$ cat src/rtl/pc_sequencer.sv
// Fetch-side PC sequencer: issues instruction fetches at the current PC and computes
// the next PC from sequential increment or a pending branch/jump/trap redirect.
module pc_sequencer #(
    parameter int              XLEN         = 32,
    parameter logic [XLEN-1:0] RESET_VECTOR = 32'h0000_0000,
    parameter logic [XLEN-1:0] TRAP_VECTOR  = 32'h0000_0100
) (
    input  logic            clk,
    input  logic            rst,
    input  logic            stall_i,
    input  logic            halt_i,
    input  logic            branch_i,
    input  logic [XLEN-1:0] branch_tgt_i,
    input  logic            jump_i,
    input  logic [XLEN-1:0] jump_tgt_i,
    input  logic            trap_i,
    input  logic            imem_ack_i,
    output logic            imem_req_o,
    output logic [XLEN-1:0] imem_addr_o,
    output logic [XLEN-1:0] oldpc_o,
    output logic            pc_load_o,
    output logic            misalign_o,
    output logic            halted_o,
    output logic [31:0]     fetch_cnt_o
);

    localparam logic [1:0] ST_IDLE  = 2'd0;
    localparam logic [1:0] ST_FETCH = 2'd1;
    localparam logic [1:0] ST_HALT  = 2'd2;

    // Redirect priority encoding; zero means nothing pending.
    localparam logic [1:0] PR_NONE   = 2'd0;
    localparam logic [1:0] PR_BRANCH = 2'd1;
    localparam logic [1:0] PR_JUMP   = 2'd2;
    localparam logic [1:0] PR_TRAP   = 2'd3;

    localparam logic [XLEN-1:0] PC_STEP = {{(XLEN-3){1'b0}}, 3'd4};

    function automatic logic is_misaligned(input logic [XLEN-1:0] addr);
        return (addr[1:0] != 2'b00);
    endfunction

    logic [1:0]      state_r;
    logic [XLEN-1:0] pc_r;
    logic            hold_r;
    logic            halt_pend_r;
    logic [1:0]      pend_prio_r;
    logic [XLEN-1:0] pend_tgt_r;
    logic            pend_mis_r;
    logic [XLEN-1:0] oldpc_r;
    logic            pc_load_r;
    logic            misalign_r;
    logic            halted_r;
    logic [31:0]     fetch_cnt_r;

    logic [1:0]      in_prio_s;
    logic [XLEN-1:0] in_tgt_s;
    logic            in_mis_s;
    logic [1:0]      eff_prio_s;
    logic [XLEN-1:0] eff_tgt_s;
    logic            eff_mis_s;
    logic            eff_valid_s;
    logic            req_s;
    logic            ack_s;
    logic [XLEN-1:0] next_pc_s;

    // Encode this cycle's redirect request; misaligned targets become a trap.
    always_comb begin
        in_prio_s = PR_NONE;
        in_tgt_s  = {XLEN{1'b0}};
        in_mis_s  = 1'b0;
        if (trap_i) begin
            in_prio_s = PR_TRAP;
            in_tgt_s  = TRAP_VECTOR;
        end else if (jump_i) begin
            in_prio_s = PR_JUMP;
            in_mis_s  = is_misaligned(jump_tgt_i);
            in_tgt_s  = in_mis_s ? TRAP_VECTOR : jump_tgt_i;
        end else if (branch_i) begin
            in_prio_s = PR_BRANCH;
            in_mis_s  = is_misaligned(branch_tgt_i);
            in_tgt_s  = in_mis_s ? TRAP_VECTOR : branch_tgt_i;
        end else begin
            in_prio_s = PR_NONE;
        end
    end

    // Merge with the pending entry: a new request wins unless the pending one outranks it.
    always_comb begin
        eff_prio_s = pend_prio_r;
        eff_tgt_s  = pend_tgt_r;
        eff_mis_s  = pend_mis_r;
        if ((in_prio_s != PR_NONE) && (in_prio_s >= pend_prio_r)) begin
            eff_prio_s = in_prio_s;
            eff_tgt_s  = in_tgt_s;
            eff_mis_s  = in_mis_s;
        end else begin
            eff_prio_s = pend_prio_r;
        end
    end

    // Request stays up while outstanding; new requests are suppressed by stall or halt.
    always_comb begin
        eff_valid_s = (eff_prio_s != PR_NONE);
        req_s       = (state_r == ST_FETCH) &&
                      (hold_r || (!stall_i && !halt_i && !halt_pend_r));
        ack_s       = req_s && imem_ack_i;
        next_pc_s   = eff_valid_s ? eff_tgt_s : (pc_r + PC_STEP);
    end

    // Sequencer state, PC, pending redirect and registered outputs.
    always_ff @(posedge clk) begin
        if (!rst) begin
            state_r     <= ST_IDLE;
            pc_r        <= RESET_VECTOR;
            hold_r      <= 1'b0;
            halt_pend_r <= 1'b0;
            pend_prio_r <= PR_NONE;
            pend_tgt_r  <= {XLEN{1'b0}};
            pend_mis_r  <= 1'b0;
            oldpc_r     <= RESET_VECTOR;
            pc_load_r   <= 1'b0;
            misalign_r  <= 1'b0;
            halted_r    <= 1'b0;
            fetch_cnt_r <= 32'd0;
        end else begin
            pc_load_r  <= 1'b0;
            misalign_r <= 1'b0;
            case (state_r)
                ST_IDLE: begin
                    state_r     <= ST_FETCH;
                    pend_prio_r <= eff_prio_s;
                    pend_tgt_r  <= eff_tgt_s;
                    pend_mis_r  <= eff_mis_s;
                end
                ST_FETCH: begin
                    hold_r <= req_s && !imem_ack_i;
                    if (ack_s) begin
                        pc_r        <= next_pc_s;
                        oldpc_r     <= next_pc_s;
                        pc_load_r   <= 1'b1;
                        misalign_r  <= eff_valid_s && eff_mis_s;
                        fetch_cnt_r <= fetch_cnt_r + 32'd1;
                        pend_prio_r <= PR_NONE;
                        pend_mis_r  <= 1'b0;
                    end else if (eff_valid_s && !req_s) begin
                        // Nothing in flight: apply the redirect straight to the PC.
                        pc_r        <= eff_tgt_s;
                        oldpc_r     <= eff_tgt_s;
                        pc_load_r   <= 1'b1;
                        misalign_r  <= eff_mis_s;
                        pend_prio_r <= PR_NONE;
                        pend_mis_r  <= 1'b0;
                    end else begin
                        pend_prio_r <= eff_prio_s;
                        pend_tgt_r  <= eff_tgt_s;
                        pend_mis_r  <= eff_mis_s;
                    end
                    if (halt_i || halt_pend_r) begin
                        if (!req_s || ack_s) begin
                            state_r     <= ST_HALT;
                            halted_r    <= 1'b1;
                            halt_pend_r <= 1'b0;
                            hold_r      <= 1'b0;
                        end else begin
                            halt_pend_r <= 1'b1;
                        end
                    end else begin
                        halt_pend_r <= 1'b0;
                    end
                end
                ST_HALT: begin
                    hold_r   <= 1'b0;
                    halted_r <= 1'b1;
                end
                default: begin
                    state_r <= ST_IDLE;
                    hold_r  <= 1'b0;
                end
            endcase
        end
    end

    assign imem_req_o  = req_s;
    assign imem_addr_o = pc_r;
    assign oldpc_o     = oldpc_r;
    assign pc_load_o   = pc_load_r;
    assign misalign_o  = misalign_r;
    assign halted_o    = halted_r;
    assign fetch_cnt_o = fetch_cnt_r;

endmodule
$ cat config.mk
export PLATFORM = sky130hd
export DESIGN_NAME = pc_sequencer
export DESIGN_NICKNAME = d
export VERILOG_FILES = /design/src/rtl/pc_sequencer.sv
export SDC_FILE = /design/constraint.sdc
export NUM_CORES = 1
export LEC_CHECK = 0
export CORE_MARGIN = 2
export CORE_UTILIZATION = 50
export CTS_CLUSTER_DIAMETER = 30
export DETAILED_ROUTE_END_ITERATION = 12
export PLACE_DENSITY = 0.85
export SYNTH_ARGS = -nofsm -noshare
export SYNTH_HDL_FRONTEND = slang
export SYNTH_SLANG_ARGS = --single-unit
$ cat constraint.sdc
create_clock -name clk -period 7.3 [get_ports clk]
set_input_delay 1.825 -clock clk [delete_from_list [all_inputs] [get_ports clk]]
set_output_delay 1.825 -clock clk [all_outputs]
set_load 0.01 [all_outputs]
==> flow_summary.json <==
{
  "rrSetupSlack_ps": 4000,
  "ctsHoldBuffers": 0,
  "routabilityCongestion": 0.857,
  "route.detailed.drc": 0,
  "cts_buffers": 9,
  "period_minus_slack_ps": 5370,
  "hold_start": "pend_tgt_r[1]",
  "wl_met2_mm": 8.96,
  "syn_nets": 856,
  "avgViaCountPerCell": 6.29,
  "synth_top_family_by_area": "compound AO/OA/AOI/OAI gates",
  "die_area_um2": 14100,
  "clk_pin_slew_ps": 70,
  "antenna_found_initial": 0,
  "netlist_top_cells_area": "dfxtp_1 32%, mux2i_1 5.0%, nand3_1 4.7%",
  "r2r-start": "state_r[1]",
  "worst_pin_slew_ps": 1250,
  "grt_use_total": 0.268,
  "status": "finished, final reports clean",
  "crit_path_end_kind": "output pin",
  "r2r_end": "oldpc_o[27]",
  "p_total_mw": 1.45,
  "ys_ff_latch": 106,
  "ys_async_sr_fraction": 0,
  "drtAntennaViolNets": 0,
  "path_max_fanout": 6,
  "reg2reg_depth": 5,
  "io_pins": 172,
  "yosysMostFrequentCell": "dfxtp_1",
  "setup_viol": 0,
  "finalCritPeriodShare": 0.736,
  "synth_top_area_share": 0.323,
  "wl_met1_mm": 8.33,
  "synth-compound-area-share": 0.229,
  "cts_setup_buffers": 0,
  "synthSimpleGateAreaFrac": 0.224,
  "row_count": 41,
  "die_height_um": 119,
  "cp.required_ps": 5480,
  "cts-root-buf": "clkbuf_16",
  "combPwrFrac": 0.198,
  "sequentialPowerShare": 0.424,
  "cts_resized": 0,
  "seq_area_frac_synth": 0.323,
  "core_um2": 12700,
  "skew_ps": 7.53,
  "rsz0062_at_grt": "no",
  "path_cells": "clkdlybuf4s50_1 -> nor3_1 -> nor2_1 -> nor2_1 -> clkdlybuf4s50_1",
  "p_int_mw": 1.04,
  "vias": 6648,
  "max_freq_mhz": 186,
  "hold_path_depth": 2,
  "hold_path_end": "pend_tgt_r[1]",
  "syn_inst": 781,
  "power.density_nw_per_um2": 172,
  "startpoint_type": "primary input",
  "muxShareOfSynthArea": 0.0999,
  "slowest_stage": "clkdlybuf4s50_1",
  "yosysWarnings": 0,
  "cts_max_path_buffers": 2,
  "syn_area_um2": 6580,
  "grt_max_degree": 45,
  "dr_wl_met3_mm": 1.66,
  "synth_edf_count": 0,
  "wire_per_inst_um": 18.4,
  "htree_levels": 3,
  "yosys.area.top_type": "dfxtp_1",
  "cts_num_sinks": 106,
  "switchingPower_mw": 0.410,
  "ir_worst_vdd_v": 0.000119,
  "grt_pass1_wl_mm": 31.1,
  "max_stage_delay_ps": 540,
  "io_buffers": 171,
  "hp-class": "flip-flop to flip-flop",
  "synthAdderAreaFrac": 0.00571,
  "initial_core_util": 0.517,
  "drv_cap": 0,
  "synth_xor_xnor_area_share": 0.0240,
  "worst_skew_pair.late_latency_ps": 350,
  "clockPowerShare": 0.378,
  "top_layer": "met4",
  "power.leakage_nw": 2.72,
  "area_delta_synth_final_pct": 27.7,
  "layout.nets": 955,
  "hold_viol": 0,
  "drive_above_1_share": 0.0836,
  "fin_tns_setup_ps": 0,
  "synth.distinct_cells": 62,
  "slew_headroom": 0.164,
  "crit_arrival_ps": 3550,
  "yosys-top-cells-count": "106 x dfxtp_1, 62 x nand3_1, 58 x nand2_1",
  "n_antenna_cell": 0,
  "syn_avg_cell_area_um2": 8.42,
  "slew_viol_final": 0,
  "first_pass_iters": 6,
  "grt.overflow.total": 0,
  "fillCellCount": 1056,
  "grt_pass1_vias": 6158,
  "cts_tree": "built",
  "worstSetupPathType": "primary input to output pin",
  "drt_iter0_markers": 746,
  "synth_flop_cell": "dfxtp_1",
  "dpl.hpwl_mm": 13.1,
  "die_w_um": 119,
  "sw_frac_of_total": 0.283,
  "wl_mm": 19.4
}
[sequential cells by signal, indices dropped and copies added (netlist names), 2 cells and up]
signal	count
pend_prio_r	2
state_r	2
pend_tgt_r	32
oldpc_o	32
fetch_cnt_o	32
[cell families (layout without fill, tap and decap cells)]
family / count (synthesis) / after routing
muxes: 62 / 62
adders and majority gates: 3 / 3
DFF: 106 / 106
AOI/OAI and AO/OA: 200 / 200
xor gates and xnor gates: 18 / 18
and+or+nand+nor: 280 / 280
buffers and inverters: 112 / 216
[cell usage in the layout (no fill, tap or decap), types with 7 or more instances in the layout]
cell	count
or3_1	13
nand4_1	25
xor2_1	14
a211oi_2	7
and4_1	9
clkdlybuf4s50_1	171
nand3_1	62
and3_1	13
o22ai_1	24
mux2i_1	33
nand2_1	58
a21oi_1	49
buf_4	13
nor2_1	47
mux2_2	23
clkbuf_16	9
a32o_1	29
dfxtp_1	106
o21ai_0	12
o211ai_1	28
inv_1	14
a211oi_1	21
nor3_1	15
nor4_1	8
[how the worst max path moves through the flow]
| stage | start | cells past startpoint | endpoint |
|---|---|---|---|
| final | halt_i | 5 | imem_req_o |
| after floorplan | stall_i | 3 | imem_req_o |
| after global placement | trap_i | 7 | oldpc_o[16] |
| after detailed placement | jump_i | 10 | oldpc_o[16] |
| after CTS | halt_i | 5 | imem_req_o |
| after global routing | halt_i | 5 | imem_req_o |
[worst max-delay path, delay by kind of cell]
kind	cells	cell delay (ps)
AND/OR/NAND/NOR	3	730
buffers and inverters	2	990
[power by group through the flow]
stage	registers, mW	clock network (mW)	logic [mW]
5_1_grt	0.616	0.575	0.307
3_3_place_gp	0.626	0	0.278
4_1_cts	0.613	0.551	0.282
3_5_place_dp	0.627	0	0.281
2_1_floorplan	0.622	0	0.179
6_report	0.614	0.548	0.287
[cell type report]
cell class	count	area, um^2	share of cell area
tap	172	215	0.0256
sequential	106	2120	0.253
clock inverter	5	82.6	0.00983
timing repair buffer	184	1810	0.215
clock buffer	11	253	0.0301
multi-input combinational	563	3860	0.459
inverter	16	60.1	0.00715
[metrics by stage]
stage	setup slack, ps	instance area, um^2	cells	hold slack [ps]	util
floorplan	3010	6580	781	412	-
global placement	1960	8060	1041	421	0.634
detailed placement	1880	8060	1041	425	0.634
CTS	1900	8400	1057	435	0.660
global route	1790	8400	1057	448	0.660
finish	1930	8400	1057	435	0.660
[routing by layer]
| layer | vias to the layer above | track usage |
|---|---|---|
| met4 | 0 | 0.107 |
| met5 | - | 0 |
| met2 | 333 | 0.426 |
| met1 | 3146 | 0.359 |
| li1 | 3123 | - |
| met3 | 46 | 0.0473 |
(Power assumes the default switching activity.)
